<file path="src/rtl/psum_writeback.sv">
// Drain stage behind the sfu accumulator: captures a packed psum vector, then writes
// each lane to SRAM after ReLU, arithmetic shift and unsigned saturation.
module psum_writeback #(
  parameter int psum_bw  = 16,
  parameter int input_ch = 16,
  parameter int out_bw   = 8,
  parameter int addr_bw  = 11
) (
  input  logic                         clk,
  input  logic                         reset,
  input  logic [psum_bw*input_ch-1:0]  psums_in,
  input  logic                         load,
  input  logic [addr_bw-1:0]           base_addr,
  input  logic [3:0]                   shamt,
  input  logic                         relu_en,
  input  logic                         mem_ready,
  output logic                         mem_wr_en,
  output logic [addr_bw-1:0]           mem_addr,
  output logic [out_bw-1:0]            mem_data,
  output logic                         busy,
  output logic                         done,
  output logic                         load_drop
);

  localparam int lane_bw = (input_ch > 1) ? $clog2(input_ch) : 1;
  localparam logic [lane_bw-1:0] last_lane = lane_bw'(input_ch - 1);

  typedef enum logic {IDLE, DRAIN} state_t;

  state_t               state, next_state;
  logic [lane_bw-1:0]   lane;
  logic [psum_bw-1:0]   lane_buf [input_ch];
  logic [addr_bw-1:0]   base_q;
  logic [3:0]           shamt_q;
  logic                 relu_q;
  logic                 accept, xfer, last_xfer;

  // ReLU, then arithmetic shift, then clamp into [0, 2^out_bw-1]; assumes psum_bw > out_bw.
  function automatic logic [out_bw-1:0] lane_fn(input logic [psum_bw-1:0] x,
                                                input logic [3:0] sh,
                                                input logic relu);
    logic signed [psum_bw-1:0] y;
    if (relu && x[psum_bw-1])
      y = '0;
    else
      y = $signed(x) >>> sh;
    if (y[psum_bw-1])
      return '0;
    else if (|y[psum_bw-1:out_bw])
      return '1;
    else
      return y[out_bw-1:0];
  endfunction

  always_ff @(posedge clk or posedge reset) begin
    if (reset)
      state <= IDLE;
    else
      state <= next_state;
  end

  always_comb begin
    next_state = state;
    accept     = 1'b0;
    xfer       = 1'b0;
    last_xfer  = 1'b0;
    case (state)
      IDLE: begin
        if (load) begin
          accept     = 1'b1;
          next_state = DRAIN;
        end
      end
      DRAIN: begin
        if (mem_ready) begin
          xfer = 1'b1;
          if (lane == last_lane) begin
            last_xfer  = 1'b1;
            next_state = IDLE;
          end
        end
      end
      default: next_state = IDLE;
    endcase
  end

  always_ff @(posedge clk or posedge reset) begin
    if (reset) begin
      lane      <= '0;
      base_q    <= '0;
      shamt_q   <= '0;
      relu_q    <= 1'b0;
      done      <= 1'b0;
      load_drop <= 1'b0;
      for (int i = 0; i < input_ch; i++)
        lane_buf[i] <= '0;
    end else begin
      done <= last_xfer;
      if (load && state == DRAIN)
        load_drop <= 1'b1;
      if (accept) begin
        for (int i = 0; i < input_ch; i++)
          lane_buf[i] <= psums_in[psum_bw*i +: psum_bw];
        base_q  <= base_addr;
        shamt_q <= shamt;
        relu_q  <= relu_en;
        lane    <= '0;
      end else if (xfer) begin
        lane <= last_xfer ? '0 : lane + 1'b1;
      end
    end
  end

  // Outputs are forced to zero outside DRAIN so idle values match the reset values.
  assign busy      = (state == DRAIN);
  assign mem_wr_en = busy;
  assign mem_addr  = busy ? base_q + addr_bw'(lane) : '0;
  assign mem_data  = busy ? lane_fn(lane_buf[lane], shamt_q, relu_q) : '0;

endmodule

</file>
<file path="config.mk">
export PLATFORM = sky130hd
export DESIGN_NAME = psum_writeback
export DESIGN_NICKNAME = d
export VERILOG_FILES = /design/src/rtl/psum_writeback.sv
export SDC_FILE = /design/constraint.sdc
export NUM_CORES = 1
export LEC_CHECK = 0
export CELL_PAD_IN_SITES_DETAIL_PLACEMENT = 1
export CELL_PAD_IN_SITES_GLOBAL_PLACEMENT = 1
export CORE_MARGIN = 2
export CORE_UTILIZATION = 41
export CTS_CLUSTER_DIAMETER = 150
export CTS_CLUSTER_SIZE = 10
export DETAILED_ROUTE_END_ITERATION = 8
export PLACE_DENSITY = 0.89
export SLEW_MARGIN = 20
export SYNTH_ARGS = -nofsm -noshare
export SYNTH_HDL_FRONTEND = slang
export SYNTH_SLANG_ARGS = --single-unit
export TNS_END_PERCENT = 10
</file>
<file path="constraint.sdc">
create_clock -name clk -period 11.54 [get_ports clk]
set_input_delay 2.308 -clock clk [delete_from_list [all_inputs] [get_ports clk]]
set_output_delay 2.308 -clock clk [all_outputs]
set_load 0.01 [all_outputs]
</file>
-- Word-level counts from Yosys, hierarchy flattened
Cells that the tools add are included.
- register bits after elaboration: 279
- bits of input ports: 276
- output and inout bits: 23
- logic and storage cells: 55
- $add $sub $neg: 2
- $lt $le $gt $ge: 1
- eq/ne operators: 1
- shift operators: 1
- mux-type cells: 21
- bitwise operators: 2
- reductions and logical operators: 4
- operator list (cell ; number):
    16-bit binary-select mux with 4-bit select ; 1
    16-bit two-way mux ; 3
    8-bit two-way mux ; 3
    16-bit by 4-bit >>> shifter with 16-bit output ; 1
    4-bit two-way mux ; 3
    11-bit by 4-bit adder with 11-bit output ; 1
    11-bit two-way mux ; 1
    1-bit two-way mux ; 9
    8-bit OR reduction ; 1
    5-bit >= comparator (second input constant) ; 1
    4-bit inverter with 5-bit output ; 1
    4-bit by 1-bit adder with 4-bit output (second input constant) ; 1
    4-bit == test (second input constant) ; 1
    1-bit logical AND ; 2
    1-bit one-hot mux with 2 select lines ; 1
    2-bit nonzero test ; 1
    1-bit inverter ; 1

-- Logic depth before layout (Yosys ltp)
Gate-level depths: netlist of the first run.
- word-level depth: 10
- gate-level depth with buffers: 13
- depth with buffers taken out: 8

-- Least setup slack after synthesis of the first run
Ideal clock, no wire load.
- path type: reg-to-output
- start: register lane[2]
- end: output mem_data[2]
- data arrival time: 3088 ps
- data required time: 9232 ps
- slack: 6144 ps
- cell stages (with the launch flop): 11
- buffers on the path: 4
- path through: dfrtp_1 -> buf_6 -> buf_4 -> buf_2 -> mux4_2 -> a22oi_1 -> nand2_1 -> mux4_2 -> or4b_1 -> buf_2 -> o311a_1
- longest elaborated chain between the ends: 10
- elaborated cells on any way between the ends: 11
- those cells by class: shift (1); mux (7); bitwise (1); reduce/logical (2)
- RTL lines (element ; line ; text):
    from (decl) ; 31 ; logic [lane_bw-1:0] lane;
    from (signal assigned) ; 109 ; lane <= last_xfer ? '0 : lane + 1'b1;
    4-bit inverter with 5-bit output (implied by the code) * ; 118 ; assign mem_data = busy ? lane_fn(lane_buf[lane], shamt_q, relu_q) : '0;
    16-bit binary-select mux with 4-bit select * ; 118 ;
    16-bit two-way mux (implied by the code) * (2 in a row) ; 118 ;
    16-bit by 4-bit >>> shifter with 16-bit output or 1-bit logical AND (tied branches) ; 46, 43 ;
    16-bit two-way mux * ; 43 ; if (relu && x[psum_bw-1])
    8-bit OR reduction ; 49 ; else if (|y[psum_bw-1:out_bw])
    8-bit two-way mux ; 49 ;
    8-bit two-way mux * ; 47 ; if (y[psum_bw-1])
    8-bit two-way mux * ; 118 ;
    to (decl) ; 19 ; output logic [out_bw-1:0] mem_data,
Mark *: on every way between the ends. The rest lies on a longest branch, timed or not. The select of a mux whose other input is x is not followed.

-- Worst setup path in the final report of the first run
- start: register lane[3]
- end: output mem_data[2]
The elaborated chain is that of the path after synthesis.

==> metrics.yaml, run 1 <==
status:
  status: "finished clean"
grt:
  grt_max_degree: 178
  grt_pass1_wl_um: 60300
  busiest_layer: "met2"
  grt_overflow_total: 0
  use_met3_pct: 5.05
  first_global_vias: 10300
  gr-usage-met2_pct: 41.9
  antenna_found_initial: 5
  grt_use_total_pct: 23.0
  gr-usage-met1_pct: 27.1
sta:
  finalSetupViolCount: 0
  tns_ns: 0
  fmax_mhz: 126
  timing_max_transition_violations_final: 0
  period_minus_slack_ns: 7.93
  maxSlewHeadroom_pct: 21.4
  fin_crit_sh_pct: 68.8
  worst_slew_pin_slew_ns: 1.18
  hold_viol_final: 0
  holdWs_ns: 0.464
  clock_skew_ns: 0.00884
  rsz0062_at_grt: "false"
power:
  p_leak_nw: 7.06
  power_mw: 5.14
  ir_worst_vdd_uv: 139
  power_density_nw_per_um2: 292
clock_tree:
  cts_buffers: 31
  insertion_delay_ns: 0.55
  htree_num_levels: 1
  cts.sinks: 278
  clkTransAtPathRegs_ns: 0.06
  cts_tree: "built"
  root_buffer: "clkbuf_16"
  post_cts_resize_count: 0
  post-cts-setup-buffer-count: 0
  cts_buffer_depth: 3
  cts_hold_buf: 0
worst_setup_path:
  cp_max_fo: 25
  path_depth: 8
  reg2reg_from: "busy"
  r2r_end: "lane_buf[150]"
  startpoint_type: "register"
  crit_required_ns: 9.23
  critPathSlowestCell: "clkinv_1"
  crit_end: "mem_data[2]"
  reg2regPathDepth: 3
  crit_type: "reg -> out"
  path_cells: "clkinv_1 > a21oi_1 > a21oi_1 > mux2_2 > mux4_2 > or4b_1 > o311a_1 > clkdlybuf4s50_1"
  cp.arrival_ns: 5.63
  slowest_delay_ns: 0.96
  end_kind: "primary output"
  crit_family: "buffers and inverters"
  critPathLaunch: "lane[3]"
  rrSetupSlack_ns: 8.93
  crit_top_cell: "a21oi_1"
  worst-path-buf-inv: 2
layout:
  layout.nets: 1509
  multi_input_area_um2: 6220
  fillCellCount: 3231
  syn2layout_area_growth_pct: 30.1
  mostFrequentLayoutCells: "clkdlybuf4s50_1, dfrtp_1, mux2_2"
  final_common_cell: "clkdlybuf4s50_1"
  layoutNonFillerInstCount: 1673
  seq_area_um2: 6970
  drive_gt1_share_pct: 30.0
place:
  io_buffers: 297
  dp_cells: 1636
  gp_congestion: 0.854
  dp_hpwl_um: 28400
synthesis:
  synth_xor_area_share_pct: 0.452
  synth_nets: 1246
  synth_top_family_by_area: "multiplexers"
  synthAdderAreaFrac_pct: 0.609
  async_flop_share_pct: 100
  synth_edf_count: 0
  yosys.area_share.simple_pct: 3.22
  ys.warnings.count: 0
  synth_compound_area_share_pct: 5.55
  synth_ff_type: "dfrtp_1"
  ys_seq_area_share_pct: 51.3
  syn_area_per_cell_um2: 14.1
  synth_cell_type_count: 58
  ys_ff_latch: 278
  postSynthCellCount: 964
  muxShareOfSynthArea_pct: 36.0
  syn_area_um2: 13600
floorplanning:
  ios: 299
  initial_core_util_pct: 41.6
  rows: 66
  dieHeight_um: 186
  core_area_um2: 32500
  chipWidth_um: 186
  dieArea_um2: 34500
routing:
  viasPerCell: 5.50
  drt-pass1-iter-count: 4
  antenna_left: 0
  vias: 9198
  drt_iter0_drc: 395
  avgRoutedWirePerCell_um: 23.6
  drc: 0
  finalWirelength_um: 39500
flow_run:
  drv_cap: 0
worst_hold_path:
  hold_path.class: "reg -> reg"
## cell families (layout without fill, tap and decap cells)
| family | count (synthesis) | count (layout) |
|---|---|---|
| mux | 388 | 388 |
| flops | 278 | 278 |
| compound gates | 106 | 106 |
| simple gates | 96 | 96 |
| buf+inv | 83 | 346 |
| xor+xnor | 7 | 7 |
| fa+ha+maj | 6 | 6 |
| other cells | 0 | 4 |
## stage by stage
step	area, um^2	setup WS, ns	utilization, %
6_report	17600	3.61	54.2
5_1_grt	17600	3.27	54.2
4_1_cts	17600	3.58	54.1
3_5_place_dp	16800	4.20	51.7
3_3_place_gp	16800	4.25	51.7
2_1_floorplan	13600	1.57	-
## Yosys cell counts, types with 6 or more instances
| cell type | instances | area, um^2 |
|---|---|---|
| inv_1 | 7 | 26.3 |
| buf_2 | 9 | 45.0 |
| a221oi_1 | 9 | 78.8 |
| clkbuf_1 | 50 | 188 |
| a22oi_1 | 23 | 173 |
| mux2_2 | 271 | 3050 |
| a21oi_1 | 17 | 85.1 |
| nand2_1 | 39 | 146 |
| o21ai_0 | 18 | 90.1 |
| dfrtp_1 | 278 | 6960 |
| nor2_1 | 20 | 75.1 |
| mux4_2 | 51 | 1150 |
| mux2i_1 | 65 | 651 |
| nand3_1 | 14 | 70.1 |
| nor2b_1 | 6 | 37.5 |
## registers in the layout, indices dropped and copies added (netlist names)
register   flops
base_q        11
busy           1
done           1
lane           4
lane_buf     256
load_drop      1
shamt_q        4
## power breakdown
part | internal, mW | switching [mW]
Sequential | 1.47 | 0.379
Combinational | 1.34 | 1.11
Clock | 0.475 | 0.365
Total | 3.29 | 1.85
## routing by layer
| metal | vias up | part of all wire [%] |
|---|---|---|
| li1 | 4108 | - |
| met1 | 4771 | 38 |
| met2 | 258 | 53 |
| met3 | 59 | 6.1 |
| met4 | 2 | 2.8 |
| met5 | - | 0.033 |
## how the worst min path moves through the flow
stage / slack (ns) / endpoint / startpoint / cells after the start
6_report: 0.46 / load_drop / load_drop / 1
5_1_grt: 0.49 / load_drop / load_drop / 1
4_1_cts: 0.47 / load_drop / load_drop / 1
3_5_place_dp: 0.45 / load_drop / load_drop / 1
3_3_place_gp: 0.44 / load_drop / load_drop / 1
2_1_floorplan: 0.47 / lane_buf[234] / lane_buf[234] / 1
## worst reg2reg max path, cell delays in order (launching register included)
cell     delay (ns)
dfrtp_1        0.56
nor2b_4        0.54
buf_4          0.90
mux2_2         0.49
## final cells by class
class	instances	area share, %
repair buffers	302	17.2
inverters	11	0.277
well taps	442	3.14
flip-flops and latches	278	39.5
multi-input cells	603	35.3
clock buffers	33	4.50
diodes	4	0.0568
(Power assumes the default switching activity.)
==> run 2: changes to the inputs <==
--- a/config.mk
+++ b/config.mk
@@ -8,11 +8,11 @@
 export CELL_PAD_IN_SITES_DETAIL_PLACEMENT = 1
 export CELL_PAD_IN_SITES_GLOBAL_PLACEMENT = 1
 export CORE_MARGIN = 2
-export CORE_UTILIZATION = 41
+export CORE_UTILIZATION = 37
 export CTS_CLUSTER_DIAMETER = 150
 export CTS_CLUSTER_SIZE = 10
 export DETAILED_ROUTE_END_ITERATION = 8
-export PLACE_DENSITY = 0.89
+export PLACE_DENSITY = 0.85
 export SLEW_MARGIN = 20
 export SYNTH_ARGS = -nofsm -noshare
 export SYNTH_HDL_FRONTEND = slang
==> constraint.sdc (replaced) <==
create_clock -name clk -period 7.21 [get_ports clk]
set_input_delay 1.442 -clock clk [delete_from_list [all_inputs] [get_ports clk]]
set_output_delay 1.442 -clock clk [all_outputs]
set_load 0.01 [all_outputs]
==> run 2 against run 1 <==
Net effect:
- critical path depth is 1 higher
- design area is 0.66% higher
- register-to-register slack got worse by 4.4 ns
- via count grew 0.27%
- clock power is 64% higher
- setup slack got worse by 3.1 ns
- total power grew 62%
- hold slack worse by 0.0065 ns
- sequential share of layout area down 0.26 points
- die area is 11% higher
- non-clock buffer count is 9 higher
==> metrics.yaml, run 2 (same netlist as run 1, synthesis figures left out) <==
sta:
  timing_max_transition_violations_final: 0
  maxSlewHeadroom_pct: 34.5
  holdWs_ns: 0.457
  hold_viol_final: 0
  fin_crit_sh_pct: 93.1
  tns_ns: 0
  fmax_mhz: 149
  worst_slew_pin_slew_ns: 0.983
  period_minus_slack_ns: 6.71
  clock_skew_ns: 0.0250
  rsz0062_at_grt: "false"
  finalSetupViolCount: 0
routing:
  drt-pass1-iter-count: 4
  wl_met1_um: 15500
  vias: 9223
  viasPerCell: 5.40
  met3_length_um: 2840
  drt_iter0_drc: 448
  antenna_left: 0
  finalWirelength_um: 40800
  dr_wl_met2_um: 21100
  top_layer: "met5"
  drc: 0
  avgRoutedWirePerCell_um: 23.9
grt:
  grt_use_total_pct: 21.7
  grt_pass1_wl_um: 63200
  grt_overflow_total: 0
  antenna_found_initial: 5
  first_global_vias: 10600
  grt_max_degree: 160
worst_hold_path:
  min_to: "load_drop"
  worstHoldPathCells: 1
  hold_path.class: "reg -> reg"
  min_from: "load_drop"
floorplanning:
  dieHeight_um: 195
  rows: 70
  core_area_um2: 36300
  ios: 299
  chipWidth_um: 195
  dieArea_um2: 38200
  initial_core_util_pct: 37.3
clock_tree:
  clkTransAtPathRegs_ns: 0.06
  post-cts-setup-buffer-count: 0
  htree_num_levels: 1
  insertion_delay_ns: 0.60
  cts_buffers: 31
  cts_hold_buf: 0
  cts_tree: "built"
  root_buffer: "clkbuf_16"
  cts.sinks: 278
  cts_buffer_depth: 3
  post_cts_resize_count: 0
place:
  gp_congestion: 0.865
  io_buffers: 297
  dp_hpwl_um: 29100
worst_setup_path:
  r2r_end: "lane_buf[76]"
  cp.arrival_ns: 5.27
  crit_required_ns: 5.77
  path_cells: "nor2b_1 > a221oi_1 > o21ai_0 > nand2_2 > mux2_2 > mux4_2 > or4b_1 > o311a_1 > clkdlybuf4s50_1"
  reg2reg_from: "busy"
  reg2regPathDepth: 4
  critPathSlowestCell: "dfrtp_4"
  end_kind: "primary output"
  slowest_delay_ns: 0.70
  crit_type: "reg -> out"
  cp_max_fo: 32
  startpoint_type: "register"
  rrSetupSlack_ns: 4.51
power:
  p_leak_nw: 7.10
  power_density_nw_per_um2: 469
  power_mw: 8.33
  ir_worst_vdd_uv: 250
layout:
  final_common_cell: "clkdlybuf4s50_1"
  largest_register_ffs: 256
  regMostFlops: "lane_buf"
  mostFrequentLayoutCells: "clkdlybuf4s50_1, dfrtp_1, mux2_2"
  top_regs: "lane_buf x256, base_q x11"
  final_core_util_pct: 48.8
  syn2layout_area_growth_pct: 30.9
  layout.nets: 1518
  drive_gt1_share_pct: 30.6
status:
  status: "finished clean"
flow_run:
  drv_cap: 0
==> run 2: cell count changes in the layout (fill, tap and decap cells not counted) <==
| cell | previous run | this run |
|---|---|---|
| buf_4 | 3 | 12 |
| clkinvlp_4 | 0 | 1 |
| inv_16 | 0 | 1 |
| inv_8 | 1 | 0 |
==> run 2: layout make-up <==
class	count	area, um^2
Clock buffer	33	793
Antenna cell	4	10.0
Inverter	11	45.0
Tap cell	468	586
Fill cell	3620	18600
Timing Repair Buffer	311	3100
Multi-Input combinational cell	603	6220
Clock inverter	1	20.0
Sequential cell	278	6970
==> run 2: worst max path at each step <==
stage             from     endpoint  slack (ns)  depth (start not counted)
2_1_floorplan    reset    base_q[0]        2.09                          1
5_1_grt        lane[0]  mem_data[2]        0.26                          9
6_report       lane[2]  mem_data[5]        0.50                          9
4_1_cts        lane[0]  mem_data[5]        0.44                          9
3_5_place_dp   lane[0]  mem_data[5]        1.05                          9
3_3_place_gp   lane[2]  mem_data[5]        1.16                         10
==> run 2: metrics by stage <==
step / std cells / area [um^2] / worst slack, ns
finish: 1709 / 17700 / 0.501
global route: 1707 / 17700 / 0.257
CTS: 1705 / 17700 / 0.436
detailed placement: 1671 / 16900 / 1.05
global placement: 1671 / 16900 / 1.16
floorplan: 964 / 13600 / 2.09
==> run 2: power by group <==
| group | internal, mW | switching (mW) |
|---|---|---|
| sequential | 2.36 | 0.610 |
| clock | 0.766 | 0.611 |
| combinational | 2.16 | 1.82 |
| total | 5.28 | 3.05 |
==> run 2: routing by layer <==
metal	GRT usage [%]	up-vias
met4	6.56	4
met1	25.8	4743
met5	0	-
met2	38.6	267
met3	5.51	72
li1	-	4137
==> run 2: worst max-delay path: cells and delay by family, from the launching register on <==
kind	cells	cell delay (ns)
compound gates	3	1.13
mux	2	0.81
flops	1	0.70
simple gates	3	1.54
buf+inv	1	0.50
